==> src/rtl/div_unit_pkg.sv <==
// Shared definitions for the RV32M divider: funct3 codes, bus widths and FSM state encoding.
package div_unit_pkg;

   localparam int REGBUS_W  = 32;
   localparam int REGADDR_W = 5;

   typedef logic [REGBUS_W-1:0]  reg_bus_t;
   typedef logic [REGADDR_W-1:0] reg_addr_t;

   localparam logic [2:0] INST_DIV  = 3'b100;
   localparam logic [2:0] INST_DIVU = 3'b101;
   localparam logic [2:0] INST_REM  = 3'b110;
   localparam logic [2:0] INST_REMU = 3'b111;

   typedef enum logic [1:0] {
      S_IDLE  = 2'd0,
      S_START = 2'd1,
      S_CALC  = 2'd2,
      S_END   = 2'd3
   } div_state_e;

endpackage

==> src/rtl/div_unit.sv <==
// Multi-cycle restoring divider for DIV/DIVU/REM/REMU, one quotient bit per clock.
// Signed ops divide magnitudes and fix the signs at the end.
module div_unit
   import div_unit_pkg::*;
#(
   parameter int XLEN       = REGBUS_W,
   parameter int REG_ADDR_W = REGADDR_W
) (
   input  logic                  clk,
   input  logic                  rst,
   input  logic [XLEN-1:0]       dividend_i,
   input  logic [XLEN-1:0]       divisor_i,
   input  logic                  start_i,
   input  logic [2:0]            op_i,
   input  logic [REG_ADDR_W-1:0] reg_waddr_i,
   output logic [XLEN-1:0]       result_o,
   output logic                  ready_o,
   output logic                  busy_o,
   output logic [REG_ADDR_W-1:0] reg_waddr_o
);

   localparam int CNT_W = $clog2(XLEN) + 1;
   localparam logic [XLEN-1:0] ONE = XLEN'(1);

   function automatic logic [XLEN-1:0] f_neg(input logic [XLEN-1:0] v);
      return (~v) + ONE;
   endfunction

   function automatic logic [XLEN-1:0] f_abs(input logic [XLEN-1:0] v, input logic en);
      return (en && v[XLEN-1]) ? f_neg(v) : v;
   endfunction

   div_state_e            r_state, w_state_nx;
   logic [XLEN-1:0]       r_dvd, r_dsr, r_dmag, r_rem, r_quo;
   logic [2:0]            r_op;
   logic [REG_ADDR_W-1:0] r_waddr;
   logic [CNT_W-1:0]      r_cnt;

   logic [XLEN-1:0]       r_result;
   logic                  r_ready, r_busy;
   logic [REG_ADDR_W-1:0] r_waddr_o;

   logic [XLEN-1:0]       w_result_nx;
   logic                  w_ready_nx, w_busy_nx;
   logic [REG_ADDR_W-1:0] w_waddr_nx;

   logic                  w_signed, w_is_rem;
   logic [XLEN:0]         w_shift, w_diff;
   logic [XLEN-1:0]       w_quo_fix, w_rem_fix, w_final;

   assign w_signed = (r_op == INST_DIV) || (r_op == INST_REM);
   assign w_is_rem = (r_op == INST_REM) || (r_op == INST_REMU);

   // One restoring step: shift the next dividend bit in, subtract if it fits.
   assign w_shift = {r_rem, r_quo[XLEN-1]};
   assign w_diff  = w_shift - {1'b0, r_dmag};

   assign w_quo_fix = (w_signed && (r_dvd[XLEN-1] ^ r_dsr[XLEN-1])) ? f_neg(r_quo) : r_quo;
   assign w_rem_fix = (w_signed && r_dvd[XLEN-1]) ? f_neg(r_rem) : r_rem;
   assign w_final   = w_is_rem ? w_rem_fix : w_quo_fix;

   // State register
   always_ff @(posedge clk or negedge rst) begin
      if (!rst) r_state <= S_IDLE;
      else      r_state <= w_state_nx;
   end

   // Next-state logic; start_i low anywhere past IDLE aborts
   always_comb begin
      w_state_nx = r_state;
      case (r_state)
         S_IDLE:  if (start_i) w_state_nx = S_START;
         S_START: begin
            if (!start_i || r_dsr == '0) w_state_nx = S_IDLE;
            else                         w_state_nx = S_CALC;
         end
         S_CALC: begin
            if (!start_i)                  w_state_nx = S_IDLE;
            else if (r_cnt == CNT_W'(1))   w_state_nx = S_END;
         end
         S_END:   w_state_nx = S_IDLE;
         default: w_state_nx = S_IDLE;
      endcase
   end

   // Output values for the next cycle
   always_comb begin
      w_result_nx = '0;
      w_ready_nx  = 1'b0;
      w_busy_nx   = 1'b0;
      w_waddr_nx  = '0;
      case (r_state)
         S_IDLE:  w_busy_nx = start_i;
         S_START: begin
            if (start_i) begin
               if (r_dsr == '0) begin
                  w_ready_nx  = 1'b1;
                  w_waddr_nx  = r_waddr;
                  w_result_nx = w_is_rem ? r_dvd : '1;
               end else begin
                  w_busy_nx = 1'b1;
               end
            end
         end
         S_CALC:  w_busy_nx = start_i;
         S_END: begin
            if (start_i) begin
               w_ready_nx  = 1'b1;
               w_waddr_nx  = r_waddr;
               w_result_nx = w_final;
            end
         end
         default: ;
      endcase
   end

   always_ff @(posedge clk or negedge rst) begin
      if (!rst) begin
         r_result  <= '0;
         r_ready   <= 1'b0;
         r_busy    <= 1'b0;
         r_waddr_o <= '0;
      end else begin
         r_result  <= w_result_nx;
         r_ready   <= w_ready_nx;
         r_busy    <= w_busy_nx;
         r_waddr_o <= w_waddr_nx;
      end
   end

   // Datapath; r_quo starts as the dividend magnitude and fills with quotient bits
   always_ff @(posedge clk or negedge rst) begin
      if (!rst) begin
         r_dvd   <= '0;
         r_dsr   <= '0;
         r_dmag  <= '0;
         r_rem   <= '0;
         r_quo   <= '0;
         r_op    <= '0;
         r_waddr <= '0;
         r_cnt   <= '0;
      end else begin
         case (r_state)
            S_IDLE: begin
               if (start_i) begin
                  r_dvd   <= dividend_i;
                  r_dsr   <= divisor_i;
                  r_op    <= op_i;
                  r_waddr <= reg_waddr_i;
               end
            end
            S_START: begin
               r_rem  <= '0;
               r_quo  <= f_abs(r_dvd, w_signed);
               r_dmag <= f_abs(r_dsr, w_signed);
               r_cnt  <= CNT_W'(XLEN);
            end
            S_CALC: begin
               r_rem <= w_diff[XLEN] ? w_shift[XLEN-1:0] : w_diff[XLEN-1:0];
               r_quo <= {r_quo[XLEN-2:0], ~w_diff[XLEN]};
               r_cnt <= r_cnt - CNT_W'(1);
            end
            default: ;
         endcase
      end
   end

   assign result_o    = r_result;
   assign ready_o     = r_ready;
   assign busy_o      = r_busy;
   assign reg_waddr_o = r_waddr_o;

endmodule

==> config.mk <==
export PLATFORM = sky130hd
export DESIGN_NAME = div_unit
export DESIGN_NICKNAME = d
export VERILOG_FILES = /design/src/rtl/div_unit_pkg.sv /design/src/rtl/div_unit.sv
export SDC_FILE = /design/constraint.sdc
export NUM_CORES = 1
export LEC_CHECK = 0
export CORE_MARGIN = 3
export CORE_UTILIZATION = 32
export CTS_BUF_LIST = sky130_fd_sc_hd__clkbuf_4 sky130_fd_sc_hd__clkbuf_8
export CTS_CLUSTER_SIZE = 25
export DETAILED_ROUTE_END_ITERATION = 12
export SYNTH_ARGS = -nofsm -noshare
export SYNTH_HDL_FRONTEND = slang
export SYNTH_SLANG_ARGS = --single-unit
==> constraint.sdc <==
create_clock -name clk -period 3.22 [get_ports clk]
set_clock_uncertainty 0.05 [all_clocks]
set_input_delay 0.483 -clock clk [delete_from_list [all_inputs] [get_ports clk]]
set_output_delay 0.483 -clock clk [all_outputs]
set_load 0.05 [all_outputs]
==> After elaboration in Yosys (flattened, before gate mapping) <==
Index checks and enable logic that the tools add are counted.
{ "classes": {"n_mul": 0, "n_div": 0, "n_bitwise": 6, "eq_ne": 9, "n_addsub": 6, "n_shift": 0, "n_lt_le_gt_ge": 0, "n_mux": 30, "reduce_logical": 13} }
{ "op_table": {"columns": ["op", "n"], "rows": [
  ["two-way mux 32 bit", 10],
  ["case mux 32 bit (2 select lines)", 3],
  ["adder 32 x 1 -> 32 bit (second input constant)", 4],
  ["inverter 32 bit", 4],
  ["subtractor 33 x 32 -> 33 bit", 1],
  ["logical NOT 32 bit", 1],
  ["two-way mux 5 bit", 3],
  ["case mux 6 bit (2 select lines)", 1],
  ["case mux 5 bit (2 select lines)", 1],
  ["equality test 3 bit (second input constant)", 3],
  ["two-way mux 2 bit", 4],
  ["case mux 2 bit (4 select lines)", 1],
  ["equality test 6 x 1 -> 1 bit (second input constant)", 1],
  ["subtractor 6 x 1 -> 6 bit (second input constant)", 1],
  ["two-way mux 1 bit", 5],
  ["equality test 2 bit (second input constant)", 2],
  ["case mux 1 bit (2 select lines)", 2],
  ["AND reduction 2 bit", 2],
  ["logical AND 1 bit", 3],
  ["logical OR 1 bit", 3],
  ["!= test 3 bit (second input constant)", 1],
  ["equality test 2 x 1 -> 1 bit (second input constant)", 1],
  ["logical NOT 2 bit", 1],
  ["!= test 2 bit (second input constant)", 1],
  ["other kinds (5)", 5]
]} }
{ "word_totals": {"register_bits": 215, "output_inout_bits": 39, "word_cells": 77, "latch_bits": 0, "n_memories": 0, "rom_bits": 0, "in_bits": 75, "mem_bits_rw": 0} }

==> Logic depth before layout (Yosys ltp) <==
Gate-level depths: netlist (run 1).
{ "logic_depth": {"word_depth": 7, "ltp_mapped": 14, "ltp_nobuf": 13} }

==> Least setup slack after synthesis (run 1) <==
OpenSTA, ideal clock, no wires.
{ "synth_path": {"path_kind": "reg-to-reg", "startpoint": "register r_quo[31]", "endpoint": "register r_rem[12]", "setup_time_ns": 0.141, "path_stages_with_launch": 15, "synth_period_minus_slack_ns": 3.026, "t_arrival_ns": 2.835, "t_required_ns": 3.029, "setup_slack_ns": 0.194, "path_buffers": 1, "cell_sequence": "dfrtp_1 > inv_1 > ha_1 > fa_1 > nand2b_1 > a21oi_1 > o21bai_1 > a21oi_1 > a21oi_1 > o21ai_1 > a221oi_4 > xnor2_4 > buf_6 > mux2i_1 > o22ai_1"} }
{ "synth_via": {"elab_chain_cells": 3} }
{ "synth_rtl": {"columns": ["item", "line", "text"], "rows": [
  ["start: declaration", "div_unit.sv:34", "logic [XLEN-1:0] r_dvd, r_dsr, r_dmag, r_rem, r_quo;"],
  ["start signal: assignment", "div_unit.sv:154", "r_quo <= f_abs(r_dvd, w_signed);"],
  ["start signal: assignment", "div_unit.sv:160", "r_quo <= {r_quo[XLEN-2:0], ~w_diff[XLEN]};"],
  ["subtractor 33 x 32 -> 33 bit", "div_unit.sv:56", "assign w_diff = w_shift - {1'b0, r_dmag};"],
  ["two-way mux 32 bit", "div_unit.sv:159", "r_rem <= w_diff[XLEN] ? w_shift[XLEN-1:0] : w_diff[XLEN-1:0];"],
  ["case mux 32 bit (2 select lines)", "div_unit.sv:143", "case (r_state)"],
  ["end signal: assignment", "div_unit.sv:159", null],
  ["end: declaration", "div_unit.sv:34", null]
]} }
No other way between the ends.
A chain may end at the register's enable or synchronous reset.

==> Worst setup path after layout (run 1) <==
{ "layout_path": {"startpoint": "register r_dmag[0]", "endpoint": "register r_rem[8]"} }
{ "layout_via": {"elab_chain_cells": 3} }
{ "layout_rtl": {"columns": ["item", "line", "text"], "rows": [
  ["start: declaration", "div_unit.sv:34", null],
  ["start signal: assignment", "div_unit.sv:155", "r_dmag <= f_abs(r_dsr, w_signed);"],
  ["subtractor 33 x 32 -> 33 bit", "div_unit.sv:56", null],
  ["two-way mux 32 bit", "div_unit.sv:159", null],
  ["case mux 32 bit (2 select lines)", "div_unit.sv:143", null]
]} }
No other way between the ends.

==> summary.txt, run 1 <==
Yosys
  – Cell area after synthesis: 0.0133 mm²
  – Number of flops mapped to enable cells by yosys: 0
  – Cell count after synthesis: approximately 1.4k
  – Library cells used by synthesis: 73
  – Flops & latches, synth: 215
  – Share of flip-flops with an asynchronous set or reset: 100%
  – Syn_nets: between 1.5k and 2k
  – Post-synthesis sequential area ratio: around two fifths
  – Syn_area_per_cell: between 9 and 10 µm²
  – Ys Warns: 0
  – Most common flop cell mapped by yosys: dfrtp_1

Setup path
  – CP Max Fanout: 10
  – Worst Path Arrival: between 3 and 4 ns
  – Critical path class: reg -> reg
  – CP Launch Type: flip-flop
  – Critical Path RT: 3.66 ns
  – Critical-path cell list: ha_1 > fa_1 > nand2b_1 > a21oi_2 > o21bai_1 > a21oi_2 > a21oi_2 > o21ai_2 > a221oi_4 > xnor2_4 > buf_12 > mux2_2 > o22ai_1
  – Cells on worst reg2reg path: 13
  – WP buf/inv: 1
  – Total stage count of the critical path: 13
  – R2r endpoint: r_rem[8]
  – Critical path capture point type: flip-flop
  – Largest stage delay, worst path: approximately 0.40 ns
  – Reg2Reg Launch Point: r_dmag[0]
  – Critical Path Most Common Cell: a21oi_2
  – Reg2reg setup slack: between 0.1 and 0.15 ns
  – Slowest cell on the critical path: fa_1
  – Worst path top cell family by delay: compound AO/OA/AOI/OAI gates

Power and ir drop
  – Switch Pwr: roughly 6000 µW
  – Comb pwr share: a little under half
  – Pint: approximately 8600 µW
  – PwrDens: approximately 880 mW/mm²
  – Share of power burned in registers: about a third
  – Clk pwr share: between 10% and 20%
  – Leakage: between 0.006 and 0.007 µW
  – Overall power: around 15000 µW
  – Maximum VDD drop: 395 µV
  – Sw Ratio: 41.2%

Clocking
  – TritonCTS sink count: between 200 and 250
  – Max Root-Sink Buffers: 3
  – Root buf cell: clkbuf_8
  – CTS Buf Count: 41
  – CTS tree: built
  – H-tree depth reported by CTS: 2
  – Clk_lat worst skew: about 0.58 ns
  – Clk slew on worst S/H paths: ~0.06 ns

Layout
  – Most frequent cells in the layout: dfrtp_1, a21oi_1, clkdlybuf4s50_1
  – Commonest non-fill, non-tap cell in the layout: dfrtp_1
  – Area growth, synth to finish: 23.9%
  – Design area: 0.0165 mm²
  – Non-filler cells, final: between 2k and 2.5k
  – Post-layout nets: 1699
  – Fraction of final layout cells sized beyond drive strength 1: 19.0%

Place
  – Buffers on Ports: about 110
  – Area of placed instances: between 0.015 and 0.02 mm²
  – Detail Placement HPWL: 27.0 mm
  – GP Congestion: around 0.87
  – Dpl ws: roughly 0.022 ns
  – Placed Cells: slightly above 2k

Drt
  – DR pass1 iterations: 6
  – # DRC: 0
  – Drt via density: roughly 5.1
  – Detail Route Antenna Nets: 0
  – Wirelength per Cell: between 15 and 20 µm
  – Vias: roughly 11k
  – Drt initial violations: 789
  – DRT Wirelength: between 30 and 40 mm

Status
  – Outcome: finished clean

STA
  – Max transition margin: a little under 30%
  – Slew Viols, Final: 0
  – Final WS setup: 0.120 ns
  – Post-route clock period utilization: a little over nine tenths
  – Hold slack: 0.416 ns
  – Worst-margin pin slew: approximately 1.1 ns
  – Final worst path period need: 3.10 ns
  – Fmax: ~0.32 GHz
  – Final setup viols: 0
  – RSZ-0062 raised after global routing: yes
  – Final hold vios: 0

Die
  – Initial Util: about a third
  – Core area: approximately 0.041 mm²
  – Vert. Die Dim: roughly 210 µm
  – Die area: around 0.044 mm²
  – Num ports: 114
  – Die W: roughly 210 µm
  – Row count: 74

Flow run
  – Maxcap violations: 0

Global route
  – Vias in the first global route: approximately 11k
  – First-pass GRT wire length: 59.3 mm
  – Total GRT Usage: approximately 17%
  – Largest net degree at the start of global routing: 75
  – Gr ovfl total: 0
  – Initial antenna violation count: 0

Hold path
  – Worst hold path type: in -> async
==> cells by family after synthesis <==
logic type               count (synthesis)  share of synthesized area (%)
AO/OA/AOI/OAI                          387                           17.7
XOR/XNOR                               152                           10.1
adder cells (fa/ha/maj)                 44                           4.18
buffers and inverters                  168                           5.17
flip-flops                             215                           40.3
multiplexers                           132                           10.8
AND/OR/NAND/NOR                        315                           11.7
==> how the worst max path moves through the flow <==
stage,startpoint,end,slack (ns)
final,r_dmag[0],r_rem[8],0.12
after global routing,r_dmag[0],r_rem[8],-0.006
after CTS,r_dmag[0],r_rem[8],0.005
after detailed placement,r_quo[31],r_rem[8],0.02
after global placement,r_quo[31],r_rem[8],0.07
after floorplan,r_quo[31],r_rem[12],0.19
==> per-layer routing <==
metal	global-route usage [%]	up-vias	part of all wire, %
met2	25.8	337	44
met1	23.0	5180	47
met4	5.91	0	2.8
li1	-	5348	-
met3	3.10	73	6.0
met5	0	-	0
==> power by group through the flow <==
stage                     sequential [µW]  clock, µW  combinational [µW]
after CTS                            4810       2960                6880
final                                4830       2850                6880
after detailed placement             4850          0                6820
after floorplan                      4740          0                4950
after global routing                 4990       3080                7660
after global placement               4810          0                6720
==> cell usage after synthesis (4+ instances only) <==
cell type	n	area share, %
dfrtp_1	215	40
a21oi_1	154	5.8
xnor2_1	111	7.3
nand2_1	103	2.9
mux2_2	101	8.5
inv_1	94	2.6
nor2_1	92	2.6
o21ai_0	82	3.1
clkbuf_1	57	1.6
o22ai_1	50	2.3
ha_1	43	4.0
xor2_1	40	2.6
mux2i_1	31	2.3
o31ai_1	23	1.3
nor3_1	22	0.83
nand3_1	15	0.56
o221ai_1	12	0.79
a31oi_1	11	0.52
and2_1	11	0.52
o41ai_1	10	0.66
nand2b_1	9	0.42
nand4_1	7	0.33
nor4_1	7	0.33
or3_1	7	0.33
a21o_1	6	0.34
buf_6	6	0.51
o21bai_1	6	0.34
nor2b_1	5	0.23
o21ai_1	5	0.19
or4_1	5	0.28
buf_1	4	0.11
or4_4	4	0.34
==> layout make-up <==
cell class,count,area (µm²)
Multi-Input combinational cell,1030,7380
Timing Repair Buffer,196,1880
Sequential cell,215,5380
Inverter,96,360
Tap cell,532,666
Clock buffer,65,807
Clock inverter,6,57.6
Fill cell,4041,24500
Antenna cell,1,2.50
==> registers in the layout (all words and copies together) (netlist names) <==
| signal | cells |
|---|---|
| r_waddr | 5 |
| r_dvd | 32 |
| ready_o | 1 |
| r_state | 2 |
| r_op | 3 |
| result_o | 32 |
| r_dmag | 32 |
| busy_o | 1 |
| r_cnt | 6 |
| r_quo | 32 |
| r_dsr | 32 |
| r_rem | 32 |
| reg_waddr_o | 5 |
==> timing repair <==
item                                    in CTS  in global routing
hold buffers                                 1                  0
buffers inserted                             0                  5
endpoints found under the setup margin       0                 51
gates resized for setup                      0                 23
endpoints found under the hold margin       71                  0
==> stage by stage <==
step	setup TNS, ns	util, %
after floorplan	0	-
after global placement	0	37.7
after detailed placement	0	37.7
after CTS	0	39.8
after global routing	-0.00718	40.3
final	0	40.3
(Power assumes the default switching activity.)
==> inputs of run 2 (changes only) <==
CAP_MARGIN = 20   (was unset)
REMOVE_ABC_BUFFERS = 1   (was unset)
==> run 2 against run 1 <==
Effect of this change:
- sequential power about the same
- global-route usage decreased by 0.76 points
- wire length decreased by 2.6%
- critical endpoint unchanged
- fmax increased by 0.37%
- setup slack improved by 0.011 ns
- critical path type unchanged
- flip-flop and latch count unchanged
==> summary.txt, run 2 (synthesized netlist as in run 1, its figures left out) <==
Drt
  – DRT Wirelength: 35.9 mm
  – Vias: between 10k and 15k
  – Drt initial violations: between 700 and 800
  – DR pass1 iterations: 7
  – # DRC: 0
  – Detail Route Antenna Nets: 0
  – Wirelength per Cell: 16.8 µm
  – Drt via density: just over 5

Layout
  – Number of fill cells in the layout: 3994
  – Commonest non-fill, non-tap cell in the layout: dfrtp_1
  – Most frequent cells in the layout: dfrtp_1, a21oi_1, clkdlybuf4s50_1
  – Post-layout nets: about 1.7k
  – Area occupied by multi-input gates: 0.00747 mm²
  – Area growth, synth to finish: 24.7%
  – Fraction of final layout cells sized beyond drive strength 1: between 10% and 20%
  – Non-filler cells, final: about 2.1k
  – Register area: between 0.005 and 0.006 mm²

Clocking
  – TritonCTS sink count: around 220
  – Clk slew on worst S/H paths: 0.06 ns
  – H-tree depth reported by CTS: 2
  – Root buf cell: clkbuf_8
  – CTS Buf Count: 40
  – Max Root-Sink Buffers: 3
  – CTS tree: built
  – Clk_lat worst skew: approximately 0.56 ns

STA
  – Final worst path period need: between 3 and 4 ns
  – Final setup viols: 0
  – Setup TNS: 0 ns
  – Post-route clock period utilization: a little over nine tenths
  – Fmax: 0.324 GHz
  – Final hold vios: 0
  – Slew Viols, Final: 0
  – Max transition margin: 37.1%
  – RSZ-0062 raised after global routing: yes
  – Final WS setup: between 0.1 and 0.15 ns
  – Worst-margin pin slew: approximately 0.94 ns

Global route
  – Total GRT Usage: 15.8%
  – Grt met2 use: between 20% and 30%
  – First-pass GRT wire length: roughly 57 mm
  – M3 GR Usage: 3.02%
  – Vias in the first global route: 10.7k
  – Gr ovfl total: 0
  – Initial antenna violation count: 0
  – Gr busiest metal: met2
  – Largest net degree at the start of global routing: 78
  – GRT met1 Usage: 22.3%

Setup path
  – Critical path class: reg -> reg
  – CP Max Fanout: 7
  – Critical Path RT: 3.63 ns
  – CP Launch Type: flip-flop
  – Worst Path Arrival: around 3.5 ns
  – Reg2reg setup slack: around 0.13 ns
  – Critical path capture point type: flip-flop
  – Cells on worst reg2reg path: 13
  – Reg2Reg Launch Point: r_rem[7]
  – R2r endpoint: r_rem[8]

Die
  – Row count: 74
  – Die W: ~210 µm
  – Die area: approximately 0.044 mm²
  – Num ports: 114
  – Initial Util: between 30% and 40%
  – Core area: around 0.04 mm²
  – Vert. Die Dim: 210 µm

Place
  – Buffers on Ports: about 110
  – Placed Cells: approximately 2.1k
  – GP Congestion: approximately 0.85
  – Dpl ws: -0.0550 ns
  – Detail Placement HPWL: between 20 and 30 mm

Power and ir drop
  – PwrDens: 884 mW/mm²
  – Leakage: about 0.0067 µW
  – Maximum VDD drop: between 300 and 400 µV
  – Overall power: between 10000 and 15000 µW

Flow run
  – Maxcap violations: 0

Status
  – Outcome: finished clean

Hold path
  – Worst hold path type: in -> async
run 2: cell count changes in the layout (fill, tap and decap cells not counted), sizes merged:
cell | before | now
bufinv | 1 | 4
clkbuf | 67 | 58
clkinvlp | 1 | 4
clkinv | 4 | 9
buf | 81 | 77
run 2: worst max path at each step:
| stage | start | to | slack [ns] | depth (start not counted) |
|---|---|---|---|---|
| floorplan | r_quo[31] | r_rem[8] | -0.41 | 13 |
| CTS | r_rem[11] | r_rem[31] | 0.02 | 11 |
| finish | r_rem[7] | r_rem[8] | 0.13 | 13 |
| global route | r_dsr[7] | result_o[13] | -0.03 | 12 |
| global placement | r_quo[31] | r_rem[8] | 0.06 | 14 |
| detailed placement | r_rem[11] | r_rem[31] | -0.06 | 11 |
run 2: area by class of cell:
type / count / area share [%]
antenna: 1 / 0.0150
clock buffer: 56 / 4.37
clock inverter: 17 / 1.17
inverter: 96 / 2.16
multi-input combinational: 1030 / 44.9
sequential: 215 / 32.4
tap: 532 / 4.00
timing repair buffer: 192 / 11.1
run 2: critical path: stages, from the launching register on:
cell	delay (ns)
dfrtp_2	0.44
ha_1	0.30
o21ai_0	0.08
or3_1	0.37
o21bai_2	0.22
a21oi_2	0.19
a21oi_2	0.09
o21ai_2	0.21
a221oi_4	0.13
xnor2_4	0.21
buf_12	0.14
buf_12	0.11
mux2_2	0.32
o22ai_1	0.12
run 2: timing repair:
item,in CTS,in global routing
resized for setup,3,41
hold endpoints to repair,74,0
pin swaps,1,12
endpoints found under the setup margin,7,43
buffers inserted,0,12
hold buffers,1,0
gates cloned,0,2
run 2: power breakdown:
group	switching (µW)	internal, µW
Sequential	1120	3730
Combinational	3680	3160
Clock	1220	1790
run 2: routing by layer:
metal / wire length, µm / up-vias
met5: 0 / -
met4: 922 / 0
met3: 1960 / 53
met2: 16100 / 282
met1: 17000 / 5181
li1: - / 5334
run 2: through the flow:
step	instance area [µm²]	hold slack, ns	util [%]
after floorplan	13000	0.137	-
after global placement	15400	0.403	37.5
after detailed placement	15400	0.414	37.5
after CTS	16300	0.422	39.8
after global routing	16600	0.440	40.6
final	16600	0.426	40.6
